$ cat config.mk
export PLATFORM = sky130hd
export DESIGN_NAME = prach_hb_interp_flat
export DESIGN_NICKNAME = d
export VERILOG_FILES = /design/src/rtl/prach_duc_pkg.sv /design/src/rtl/prach_hb_interp_if.sv /design/src/rtl/prach_hb_interp_hist.sv /design/src/rtl/prach_hb_interp.sv /design/src/flat_wrapper.sv
export SDC_FILE = /design/constraint.sdc
export NUM_CORES = 2
export LEC_CHECK = 0
export ABC_AREA = 1
export CORE_UTILIZATION = 58
export CTS_CLUSTER_SIZE = 30
export DETAILED_ROUTE_END_ITERATION = 10
export PLACE_DENSITY_LB_ADDON = 0.2
export SYNTH_ARGS = -nofsm -noshare
export SYNTH_HDL_FRONTEND = slang
export SYNTH_SLANG_ARGS = --single-unit
$ cat constraint.sdc
create_clock -name clk -period 5.1 [get_ports clk]
set_input_delay 0.765 -clock clk [delete_from_list [all_inputs] [get_ports clk]]
set_output_delay 0.765 -clock clk [all_outputs]
set_load 0.05 [all_outputs]
$ cat src/rtl/prach_duc_pkg.sv
// prach_duc_pkg: shared widths, half-band coefficients and output rounding for the PRACH DUC stages.
package prach_duc_pkg;
    localparam int DW = 16;
    localparam int CW = 18;
    localparam int AW = 37;
    localparam int PW = DW + 1;
    localparam int MW = PW + CW;
    localparam int LATENCY = 4;
    localparam logic signed [CW-1:0] HB_COEF [4] = '{18'sd79100, -18'sd17400, 18'sd4900, -18'sd1064};
    localparam logic signed [AW-1:0] RND_HALF = 37'sd65536;
    localparam logic signed [AW-1:0] SAT_MAX = 37'sd32767;
    localparam logic signed [AW-1:0] SAT_MIN = -37'sd32768;

    // Round half-up at 2^17 then clamp to the 16-bit signed range.
    function automatic logic signed [DW-1:0] rnd_sat(input logic signed [AW-1:0] acc);
        logic signed [AW-1:0] r;
        r = (acc + RND_HALF) >>> 17;
        return (r > SAT_MAX) ? 16'sh7fff : (r < SAT_MIN) ? 16'sh8000 : r[DW-1:0];
    endfunction
endpackage

$ cat src/rtl/prach_hb_interp_if.sv
// prach_hb_interp_if: TDM sample input and 2-lane polyphase output of the half-band interpolator.
interface prach_hb_interp_if;
    import prach_duc_pkg::*;
    logic signed [DW-1:0] din_dq;
    logic                 din_dv;
    logic [7:0]           din_chn;
    logic                 sync_in;
    logic signed [DW-1:0] dout_dp1;
    logic signed [DW-1:0] dout_dp2;
    logic                 dout_dv;
    logic [7:0]           dout_chn;
    logic                 sync_out;
    modport master (output din_dq, din_dv, din_chn, sync_in,
                    input dout_dp1, dout_dp2, dout_dv, dout_chn, sync_out);
    modport slave (input din_dq, din_dv, din_chn, sync_in,
                   output dout_dp1, dout_dp2, dout_dv, dout_chn, sync_out);
endinterface

$ cat src/rtl/prach_hb_interp_hist.sv
// prach_hb_interp_hist: per-channel 7-deep sample history, shift-on-write with global clear.
module prach_hb_interp_hist
    import prach_duc_pkg::*;
#(
    parameter int NUM_CHN = 8
) (
    input  logic             clk,
    input  logic             rst_n,
    input  logic             clr_i,
    input  logic             wr_i,
    input  logic [7:0]       chn_i,
    input  logic [DW-1:0]    din_i,
    output logic [7*DW-1:0]  hist_o
);
    localparam int IW = (NUM_CHN > 1) ? $clog2(NUM_CHN) : 1;
    // Slot k holds x[n-1-k]; the newest sample enters at the low end.
    logic [7*DW-1:0] mem_q [NUM_CHN];
    assign hist_o = mem_q[chn_i[IW-1:0]];
    for (genvar c = 0; c < NUM_CHN; c++) begin : g_chn
        logic hit;
        assign hit = wr_i && (chn_i == 8'(c));
        always_ff @(posedge clk or negedge rst_n) begin
            if (!rst_n) mem_q[c] <= '0;
            else if (clr_i) mem_q[c] <= hit ? {{6*DW{1'b0}}, din_i} : '0;
            else if (hit) mem_q[c] <= {mem_q[c][6*DW-1:0], din_i};
        end
    end
endmodule

$ cat src/rtl/prach_hb_interp.sv
// prach_hb_interp: multichannel TDM half-band interpolate-by-2, 4-stage pipeline
// (pre-add, multiply, sum, round/saturate) producing even and odd phases in parallel.
module prach_hb_interp
    import prach_duc_pkg::*;
#(
    parameter int NUM_CHN = 8
) (
    input  logic              clk,
    input  logic              rst_n,
    prach_hb_interp_if.slave  bus
);
    logic                 acc_d;
    logic                 clr_d;
    logic [7*DW-1:0]      hist;
    logic signed [DW-1:0] h_d [7];
    logic signed [PW-1:0] pa_d [4];
    logic signed [PW-1:0] pa_q [4];
    logic signed [MW-1:0] pr_q [4];
    logic signed [AW-1:0] acc_q;
    logic signed [DW-1:0] dp1_q [3];
    logic [7:0]           chn_q [3];
    logic [2:0]           dv_q;
    logic [2:0]           sy_q;

    assign acc_d = bus.din_dv && ({1'b0, bus.din_chn} < 9'(NUM_CHN));
    assign clr_d = bus.din_dv && bus.sync_in;

    prach_hb_interp_hist #(.NUM_CHN(NUM_CHN)) u_hist (
        .clk    (clk),
        .rst_n  (rst_n),
        .clr_i  (clr_d),
        .wr_i   (acc_d),
        .chn_i  (bus.din_chn),
        .din_i  (bus.din_dq),
        .hist_o (hist)
    );

    // A sync sample must see zero history even though the clear lands on this same edge.
    always_comb begin
        for (int k = 0; k < 7; k++) h_d[k] = clr_d ? '0 : hist[k*DW +: DW];
        pa_d[0] = PW'(h_d[2]) + PW'(h_d[3]);
        pa_d[1] = PW'(h_d[1]) + PW'(h_d[4]);
        pa_d[2] = PW'(h_d[0]) + PW'(h_d[5]);
        pa_d[3] = PW'(bus.din_dq) + PW'(h_d[6]);
    end

    always_ff @(posedge clk or negedge rst_n) begin
        if (!rst_n) begin
            pa_q         <= '{default: '0};
            pr_q         <= '{default: '0};
            dp1_q        <= '{default: '0};
            chn_q        <= '{default: '0};
            acc_q        <= '0;
            dv_q         <= '0;
            sy_q         <= '0;
            bus.dout_dp1 <= '0;
            bus.dout_dp2 <= '0;
            bus.dout_dv  <= 1'b0;
            bus.dout_chn <= '0;
            bus.sync_out <= 1'b0;
        end else begin
            dv_q     <= {dv_q[1:0], acc_d};
            sy_q     <= {sy_q[1:0], clr_d};
            chn_q[0] <= bus.din_chn;
            chn_q[1] <= chn_q[0];
            chn_q[2] <= chn_q[1];
            dp1_q[0] <= h_d[3];
            dp1_q[1] <= dp1_q[0];
            dp1_q[2] <= dp1_q[1];
            for (int k = 0; k < 4; k++) begin
                pa_q[k] <= pa_d[k];
                pr_q[k] <= pa_q[k] * HB_COEF[k];
            end
            acc_q        <= AW'(pr_q[0]) + AW'(pr_q[1]) + AW'(pr_q[2]) + AW'(pr_q[3]);
            bus.dout_dv  <= dv_q[2];
            bus.sync_out <= sy_q[2];
            if (dv_q[2]) begin
                bus.dout_dp1 <= dp1_q[2];
                bus.dout_dp2 <= rnd_sat(acc_q);
                bus.dout_chn <= chn_q[2];
            end
        end
    end
endmodule

$ cat src/flat_wrapper.sv
// flat-port wrapper written by rule: the top's interface ports become plain ports
module prach_hb_interp_flat import prach_duc_pkg::*;
#(
    parameter int NUM_CHN = 8
)
  (clk, rst_n, bus_din_dq, bus_din_dv, bus_din_chn, bus_sync_in, bus_dout_dp1, bus_dout_dp2, bus_dout_dv, bus_dout_chn, bus_sync_out);
  prach_hb_interp_if bus_i ();
  input  logic clk;
  input  logic rst_n;
  input wire logic [$bits(bus_i.din_dq)-1:0] bus_din_dq;
  input wire logic [$bits(bus_i.din_dv)-1:0] bus_din_dv;
  input wire logic [$bits(bus_i.din_chn)-1:0] bus_din_chn;
  input wire logic [$bits(bus_i.sync_in)-1:0] bus_sync_in;
  output wire logic [$bits(bus_i.dout_dp1)-1:0] bus_dout_dp1;
  output wire logic [$bits(bus_i.dout_dp2)-1:0] bus_dout_dp2;
  output wire logic [$bits(bus_i.dout_dv)-1:0] bus_dout_dv;
  output wire logic [$bits(bus_i.dout_chn)-1:0] bus_dout_chn;
  output wire logic [$bits(bus_i.sync_out)-1:0] bus_sync_out;
  assign bus_i.din_dq = bus_din_dq;
  assign bus_i.din_dv = bus_din_dv;
  assign bus_i.din_chn = bus_din_chn;
  assign bus_i.sync_in = bus_sync_in;
  assign bus_dout_dp1 = bus_i.dout_dp1;
  assign bus_dout_dp2 = bus_i.dout_dp2;
  assign bus_dout_dv = bus_i.dout_dv;
  assign bus_dout_chn = bus_i.dout_chn;
  assign bus_sync_out = bus_i.sync_out;
  prach_hb_interp #(.NUM_CHN(NUM_CHN)) u_core (.clk(clk), .rst_n(rst_n), .bus(bus_i));
endmodule
==> summary.md <==
| Metric | Value |
|---|---|
| Outcome | finished, final reports clean |
| Netlist Area Pre-Place | between 70000 and 80000 sq um |
| Top Family by Delay on Critical Path | adder cells |
| Vias | 58700 |
| First-pass GRT wire length | approximately 350 mm |
| DP Area | between 70000 and 80000 sq um |
| Core Region | between 100000 and 150000 sq um |
| Seq/Total Area, Yosys | 0.427 |
| Tightest Pin Transition | around 1.2 ns |
| Setup WS post-layout | approximately 0.15 ns |
| Critical path's slowest cell | fa_1 |
| Worst EP arrival | about 5.6 ns |
| GR Overflow Total | 0 |
| CTS Buf Count | approximately 130 |
| Layout cell share with drive strength beyond 1 | 0.0869 |
| Worst-path cell chain | fa_1, inv_1, fa_1, inv_1, fa_1, fa_2, fa_1, inv_1, fa_1, inv_1, ha_4, buf_6, a21o_1, a21oi_2, o21bai_1, a21oi_1, nand2_1, xor2_1 |
| Rows | about 130 |
| CP Capture Type | register |
| Post-synth EDFFs | 0 |
| Routed len/inst | ~24 microns |
| Post-Layout Cell Count | 9688 |
| Post-Synth Simple-Gate Area | 0.100 |
| Clock sink count | roughly 1200 |
| Vias in the first global route | between 50000 and 60000 |
| HPWL after detailed placement | 164 mm |
| Total die area | roughly 120000 sq um |
| Initial drt markers | roughly 6600 |
| Main combinational cell family by area after synthesis | adder cells |
| Fin area | approximately 81000 sq um |
| DP Worst Slack | -0.0918 ns |
| Portion of netlist area occupied by mux cells | 0 |
| Largest net degree at the start of global routing | 176 |
| Seq cells post-synth | between 1000 and 1500 |
| Final hold violations | 0 |
| Area of the multi-input gates | 34200 sq um |
| Dpl cells | 9432 |
| Max-Cap Viols | 0 |
| I/O pins | 70 |
| Drt drc | 0 |
| Crit share post-route | 0.970 |
| Die extent in y | between 300 and 400 microns |
| Root Driver | clkbuf_16 |
| Compound-gate portion of the synthesized area | 0.156 |
| CP dominant cell by count | fa_1 |
| Vias per cell | slightly above 6 |
| H-tree depth | 4 |
| Yosys warning total | 0 |
| Worst Setup Start Kind | register |
| Critical path type | register to register |
| GRT Util Overall | 0.373 |
| RePlAce Congestion | about 0.97 |
| Clock Latency Late Sink | 0.80 ns |
| Critical Path Max Stage Delay | 0.54 ns |
| Max Root-Sink Buffers | 3 |
| Filler cells | 9844 |
| Period minus WS final | a little under 5 ns |
| Setup TNS | 0 ns |
| Synth Area in Adders | 0.193 |
| Port-buffer cells | ~70 |
| Predominant post-synthesis flop cell | dfrtp_1 |
| FF/Latch Area | 30600 sq um |
| Data required, critical path | 5.75 ns |
| Xor and xnor fraction of the mapped netlist area | 0.0236 |
| Mapped Nets | approximately 8600 |
| Area grow syn2layout | 13.2% |
| Final wirelength | 231 mm |
| Final setup vio count | 0 |
| Avg Cell Area, Syn | 9.28 sq um |
| RSZ-0062 raised after global routing | true |
| DRT Pass-1 Iters | 8 |
| Initial antenna violation count | 11 |
| Peak Freq | between 200 and 250 MHz |
| CTS tree | yes |
| Chip width | about 350 microns |
| Clk slew on worst S/H paths | approximately 0.060 ns |
| Layout Nets | a little under 9000 |
| Crit path buffers/inverters | 5 |
| Max-slew violation total from the final report | 0 |
| Critical path peak fanout | 3 |
| Synth cell types | 51 |
| Antenna-violating nets left | 0 |
| Post-synth ARST share | 1.00 |
| Cells after synthesis | roughly 7700 |
| Initial core utilization | 0.587 |
| Worst hold path type | primary input to register |
| Clk_skew | 0.0480 ns |
| Max_slew headroom | 0.185 |
-- state kept, by name (all words and copies together) (netlist names) --
name and cells:
u_core.acc_q 21, u_core.bus.dout_chn 8, u_core.bus.dout_dp1 16, u_core.bus.dout_dp2 16, u_core.bus.dout_dv 1, u_core.bus.sync_out 1
u_core.chn_q 24, u_core.dp1_q 48, u_core.dv_q 3, u_core.pa_q 68, u_core.pr_q 118, u_core.sy_q 3
u_core.u_hist.mem_q 896
-- kinds of logic (layout without fill, tap and decap cells) --
group,count (synthesis),in the layout
buf+inv,1843,2181
simple gates,1729,1729
compound gates,1851,1851
fa+ha+maj,880,880
other cells,0,6
flops,1223,1223
xor+xnor,193,193
-- Yosys cell counts, types with 5 or more instances --
| master | number | area [sq um] |
|---|---|---|
| buf_4 | 7 | 52.6 |
| nand4_1 | 27 | 169 |
| fa_1 | 376 | 7530 |
| a2111oi_0 | 29 | 254 |
| o21bai_1 | 29 | 218 |
| nor3_4 | 7 | 114 |
| buf_1 | 20 | 75.1 |
| o22ai_1 | 722 | 4520 |
| inv_2 | 20 | 75.1 |
| nand3_1 | 260 | 1300 |
| inv_1 | 1474 | 5530 |
| o21ai_0 | 467 | 2340 |
| o21ai_1 | 13 | 65.1 |
| nor2_1 | 247 | 927 |
| nand2_2 | 7 | 43.8 |
| o2111ai_1 | 33 | 289 |
| a211oi_1 | 19 | 143 |
| xnor2_1 | 52 | 455 |
| buf_6 | 7 | 78.8 |
| a21boi_0 | 11 | 82.6 |
| a22oi_1 | 26 | 195 |
| a31oi_1 | 38 | 238 |
| nand2_1 | 1063 | 3990 |
| or2_2 | 5 | 31.3 |
| a21oi_1 | 299 | 1500 |
| dfrtp_1 | 1223 | 30600 |
| clkbuf_1 | 202 | 758 |
| a311oi_1 | 39 | 342 |
| o21a_1 | 8 | 60.1 |
| o31ai_1 | 64 | 480 |
| nand3b_1 | 5 | 37.5 |
| o221ai_1 | 5 | 43.8 |
| nor3_1 | 95 | 475 |
| buf_2 | 110 | 551 |
| a21o_1 | 31 | 233 |
| a221oi_1 | 6 | 52.6 |
| ha_1 | 503 | 6290 |
| xor2_1 | 141 | 1230 |
-- final timing paths --
path,from,to,slack [ns],depth (start not counted)
worst max-delay path,u_core.pa_q[67]$_DFF_PN0_,u_core.pr_q[139]$_DFF_PN0_,0.15,18
worst min-delay path,bus_din_chn[2],u_core.chn_q[18]$_DFF_PN0_,0.22,1
worst max register to register,u_core.pa_q[67]$_DFF_PN0_,u_core.pr_q[139]$_DFF_PN0_,0.15,18
worst min register to register,u_core.dp1_q[26]$_DFF_PN0_,u_core.dp1_q[10]$_DFF_PN0_,0.34,0
max in group asynchronous,rst_n,u_core.u_hist.mem_q[382]$_DFFE_PN0P_,3.01,3
min in group asynchronous,rst_n,u_core.pr_q[130]$_DFF_PN0_,0.51,2
-- final cells by class --
type	count	share of cell area
diodes	6	0.000185
clock buffers	203	0.0491
clock inverters	41	0.00659
inverters	1497	0.0696
multi-input cells	4653	0.422
flip-flops and latches	1223	0.378
well taps	1625	0.0251
repair buffers	440	0.0497
-- per-layer routing --
layer  GRT usage  part of all wire
met5           0           0.00026
met4       0.231             0.069
met3      0.0877             0.096
met2       0.583              0.45
met1       0.470              0.38
-- cell usage in the layout (no fill, tap or decap), drive strengths merged, types with 4 or more instances in the layout --
cell           instances
dfrtp               1223
o22ai                722
o21bai                29
nand2               1070
nor4                   4
o21ai                480
nor3                 103
xor2                 141
a21boi                11
ha                   503
o221ai                 5
diode                  6
a221oi                 6
buf                  372
a311oi                39
a41oi                  4
nand3b                 5
nor2                 252
clkdlybuf4s50         67
xnor2                 52
o2111ai               33
a21oi                299
o21a                   8
a21o                  31
a22oi                 26
o211ai                 4
o31ai                 64
clkinv                39
nand3                260
a211oi                19
a2111oi               29
nand4                 28
or2                    5
fa                   376
a31oi                 38
clkbuf               203
inv                 1494
-- stage by stage --
| stage | hold slack, ns | utilization |
|---|---|---|
| 2_1_floorplan | 0.331 | - |
| 3_3_place_gp | 0.331 | 0.625 |
| 3_5_place_dp | 0.335 | 0.625 |
| 4_1_cts | 0.165 | 0.662 |
| 5_1_grt | 0.186 | 0.664 |
| 6_report | 0.219 | 0.664 |
-- repair_timing --
| action | in CTS | in global routing |
|---|---|---|
| hold buffers | 1 | 0 |
| setup buffers | 0 | 5 |
| pin swaps | 0 | 29 |
| gates resized for setup | 6 | 63 |
| setup endpoints to repair | 7 | 24 |
| endpoints found under the hold margin | 57 | 0 |
Power is not shown: default switching activity piles up to over one toggle a cycle in this logic, so the estimate is an artifact.
